### src/rtl/led_pattern_reader.sv
// led_pattern_reader: steps an address through the LED pattern ROM at a fixed rate,
// latches each word onto the LEDs and flags words that are not one-hot.
module led_pattern_reader #(
   parameter int ADDR_W      = 12,
   parameter int DATA_W      = 4,
   parameter int LAST_ADDR   = 4095,
   parameter int STEP_CYCLES = 50_000_000
) (
   input  logic              clk,
   input  logic              rst_n,
   input  logic              run,
   input  logic              dir,
   input  logic              err_clr,
   output logic              rom_en,
   output logic [ADDR_W-1:0] rom_addr,
   input  logic [DATA_W-1:0] rom_data,
   output logic [DATA_W-1:0] led,
   output logic              led_stb,
   output logic              pattern_err
);
   localparam int PW = $clog2(STEP_CYCLES);
   localparam logic [PW-1:0] PS_END = PW'(STEP_CYCLES - 3);
   localparam logic [ADDR_W-1:0] A_LAST = ADDR_W'(LAST_ADDR);
   localparam logic [1:0] IDLE = 2'd0, COUNT = 2'd1, FETCH = 2'd2, LATCH = 2'd3;
   logic [1:0] state, state_next;
   logic [PW-1:0] prescaler;
   logic latch, bad;
   assign latch  = state == LATCH;
   assign rom_en = state == FETCH;
   assign bad    = $countones(rom_data) != 1;
   // FETCH and LATCH take one cycle each, so COUNT covers the rest of the step period
   always_comb begin
      state_next = state;
      case (state)
         IDLE:    state_next = run ? COUNT : IDLE;
         COUNT:   state_next = !run ? IDLE : (prescaler == PS_END ? FETCH : COUNT);
         FETCH:   state_next = LATCH;
         default: state_next = run ? COUNT : IDLE;
      endcase
   end
   always_ff @(posedge clk or negedge rst_n) begin
      if (!rst_n) begin
         state       <= IDLE;
         prescaler   <= '0;
         rom_addr    <= '0;
         led         <= '0;
         led_stb     <= 1'b0;
         pattern_err <= 1'b0;
      end else begin
         state     <= state_next;
         prescaler <= (state == COUNT && run && prescaler != PS_END) ? prescaler + 1'b1 : '0;
         led_stb   <= latch;
         if (latch) begin
            led      <= rom_data;
            rom_addr <= dir ? (rom_addr == '0 ? A_LAST : rom_addr - 1'b1)
                            : (rom_addr == A_LAST ? '0 : rom_addr + 1'b1);
         end
         // a bad word in the same cycle as err_clr keeps the flag set
         if (latch && bad) pattern_err <= 1'b1;
         else if (err_clr) pattern_err <= 1'b0;
      end
   end
endmodule

### config.mk
export PLATFORM = sky130hd
export DESIGN_NAME = led_pattern_reader
export DESIGN_NICKNAME = d
export VERILOG_FILES = /design/src/rtl/led_pattern_reader.sv
export SDC_FILE = /design/constraint.sdc
export NUM_CORES = 1
export LEC_CHECK = 0
export CAP_MARGIN = 10
export CORE_ASPECT_RATIO = 1.4
export CORE_UTILIZATION = 30
export DETAILED_ROUTE_END_ITERATION = 10
export PLACE_DENSITY = 0.52
export SYNTH_ARGS = -nofsm -noshare
export SYNTH_HDL_FRONTEND = slang
export SYNTH_SLANG_ARGS = --single-unit
### constraint.sdc
create_clock -name clk -period 4.6 [get_ports clk]
set_input_delay 0.46 -clock clk [delete_from_list [all_inputs] [get_ports clk]]
set_output_delay 0.46 -clock clk [all_outputs]
set_load 0.01 [all_outputs]
==> run summary <==
Largest net degree at the start of global routing: 47
IO buf count: 27
Root buf cell: clkbuf_16
RSZ-0062 raised after global routing: false
CP peak stage delay: 0.96 ns
Leak: 1.31 nW
Antenna Violating Nets Remaining: 0
Max-cap violations: 0
Final worst setup slack: 2.11 ns
Post-synth EDFFs: 0
FF-to-FF setup slack: 2.18 ns
Final Slew Violations: 0
Postcts setup bufs: 0
CTS tree: built
Initial antenna violation count: 0
Detail Placement HPWL: 4.97 mm
All-Layer GR Usage: 0.152
Vias in the first global route: 2489
Syn nets: 337
Status: complete, but fails checks
Finish-stage setup viols: 0
Clock latency on the worst-skew pair: 0.30 ns
Final Hold Viols: 0
Worst Setup End Kind: flop
Failing checks: DRC
Final global-route overflow total: 0
Crit start category: input pin
Reg-to-Reg Start: rom_addr[0]
Share of layout cells above drive strength 1: 0.0896
Pre-CTS worst setup slack: 1.85 ns
CP required: 4.80 ns
Pwr Density: 299 nW/um^2
Htree depth: 2
CTS sink cnt: 46
Synth async-reset ratio: 1.00
CTS Buffer Depth: 2
Final Critical Period: 2.49 ns
# hold bufs at CTS: 0
Worst-margin pin slew: 1.16 ns
Largest vdd supply drop: 0.131 mV
Worst min-delay path class: input pin to asynchronous set/reset pin
Die height: 118 um
Die W: 84.9 um
CP bufs+invs: 2
Dpl cells: 437
Main synth FF type: dfrtp_1
Final setup TNS: 0 ns
Num CTS Buffers: 5
WL/cell: 16.1 um
Core Rows: 42
Synth unique cells: 62
First-pass GRT wire length: 12.1 mm
Slowest CP cell: clkdlybuf4s50_1
Register area share after synthesis: 0.399
CP startpoint: dir
Reg clk slew, reported paths: 0.07 ns
Max transition margin: 0.227
RePlAce Congestion: 0.823
Fin util: 0.364
Vias per inst: 5.66
Final period utilization: 0.542
Initial Util: 0.307
Total die area: 10000 sq um
Fillcell total: 939
Via count: 2518
Worst path top cell family by delay: buffers and inverters
Drt total wl: 7.17 mm
CP Class: input pin to flop
Crit path DAT: 2.69 ns
Residual DRC: 2
Non-filler instance count after layout: 445
# IOs: 28
Synth-to-layout area growth: 18.4%
Layout Nets: 354
CP Max Fanout: 18
Core Area: 9410 sq um
Post-CTS Resized: 0
R2R depth: 6
Reg2reg end: rom_addr[4]
Synthesized instance count: 317
FF+latch count, synth: 46
Critical-path cell list: clkdlybuf4s50_1 > clkinv_1 > o31ai_1 > a211oi_1 > nor4_1
Antenna cells: 0
Syn avg cell area: 9.11 sq um
DR iter-0 viols: 98
Synthesized area: 2890 sq um
Clock Skew: 0.0133 ns
F_max: 401 MHz
Ys Warns: 0
Detailed Routing Iterations Pass 1: 9
==> registers in the layout, summed over array words and instances (netlist names) <==
name,flops
led_stb,1
rom_addr,12
led,4
pattern_err,1
state,2
prescaler,26
==> cell usage in the layout (no fill, tap or decap), types with 6 or more instances in the layout <==
| cell type | instances |
|---|---|
| nand4_1 | 12 |
| ha_1 | 10 |
| xnor2_1 | 6 |
| o31ai_1 | 8 |
| o21ai_0 | 14 |
| a21oi_1 | 21 |
| nor3_1 | 7 |
| inv_1 | 18 |
| nand3_1 | 13 |
| clkdlybuf4s50_1 | 26 |
| or3_1 | 9 |
| or4_1 | 7 |
| nor2_1 | 26 |
| nand2_1 | 21 |
| dfrtp_1 | 46 |
==> worst max path at each step <==
stage	endpoint	slack, ns	cells after the start
after floorplan	rom_addr[8]	2.51	7
after global placement	rom_addr[3]	1.91	5
after detailed placement	rom_addr[3]	1.85	5
after CTS	rom_addr[3]	2.16	5
after global routing	rom_addr[3]	1.92	5
final	rom_addr[3]	2.11	5
==> layer usage <==
| metal | track usage | vias to the layer above | routed length, um |
|---|---|---|---|
| met4 | 0.0847 | 0 | 278 |
| met1 | 0.176 | 1205 | 2880 |
| li1 | - | 1221 | - |
| met2 | 0.262 | 71 | 3730 |
| met3 | 0.0273 | 21 | 284 |
| met5 | 0 | - | 0 |
==> power breakdown <==
group          leakage [nW]  switching [mW]  internal (mW)
registers             0.613          0.0167          0.417
clock network        0.0971           0.157          0.326
logic                 0.602          0.0651         0.0402
total                  1.31           0.239          0.783
==> synth_stat cells, types with 2 or more instances <==
cell type | number | area [sq um]
dfrtp_1 | 46 | 1150
nor2_1 | 26 | 97.6
a21oi_1 | 21 | 105
nand2_1 | 21 | 78.8
inv_1 | 18 | 67.6
clkbuf_1 | 14 | 52.6
o21ai_0 | 14 | 70.1
nand3_1 | 13 | 65.1
nand4_1 | 12 | 75.1
ha_1 | 10 | 125
or3_1 | 9 | 56.3
o31ai_1 | 8 | 60.1
nor3_1 | 7 | 35.0
or4_1 | 7 | 52.6
xnor2_1 | 6 | 52.6
and3_1 | 5 | 31.3
and4_1 | 5 | 43.8
nor4_1 | 5 | 31.3
xor2_1 | 5 | 43.8
mux2_2 | 4 | 45.0
a21o_1 | 3 | 22.5
o21bai_1 | 3 | 22.5
o221ai_1 | 3 | 26.3
or2_2 | 3 | 18.8
or4_4 | 3 | 33.8
a311oi_1 | 2 | 17.5
a41oi_1 | 2 | 17.5
buf_2 | 2 | 10.0
buf_6 | 2 | 22.5
nor4b_1 | 2 | 17.5
o2111ai_1 | 2 | 17.5
o22ai_1 | 2 | 12.5
o2bb2ai_1 | 2 | 17.5
o311ai_0 | 2 | 17.5
==> cell type report <==
class | instances | area [sq um] | area share
Clock buffer | 6 | 139 | 0.0406
Clock inverter | 2 | 60.1 | 0.0176
Inverter | 19 | 71.3 | 0.0209
Multi-Input combinational cell | 233 | 1580 | 0.462
Sequential cell | 46 | 1150 | 0.337
Tap cell | 110 | 138 | 0.0402
Timing Repair Buffer | 29 | 280 | 0.0820
==> logic make-up (layout without fill, tap and decap cells) <==
family / Yosys count / after routing / synth area share
simple gates: 129 / 129 / 0.259
compound gates: 77 / 77 / 0.184
flops: 46 / 46 / 0.399
buf+inv: 38 / 56 / 0.0555
fa+ha+maj: 11 / 11 / 0.0503
xor+xnor: 11 / 11 / 0.0334
mux: 5 / 5 / 0.0191
==> through the flow <==
step | power (mW) | cell area, sq um | hold slack [ns]
after floorplan | 0.503 | 2890 | 0.164
after global placement | 0.546 | 3220 | 0.495
after detailed placement | 0.548 | 3220 | 0.498
after CTS | 1.04 | 3420 | 0.293
after global routing | 1.07 | 3420 | 0.327
final | 1.02 | 3420 | 0.261
Note: power is estimated with default switching activity, not from simulation.
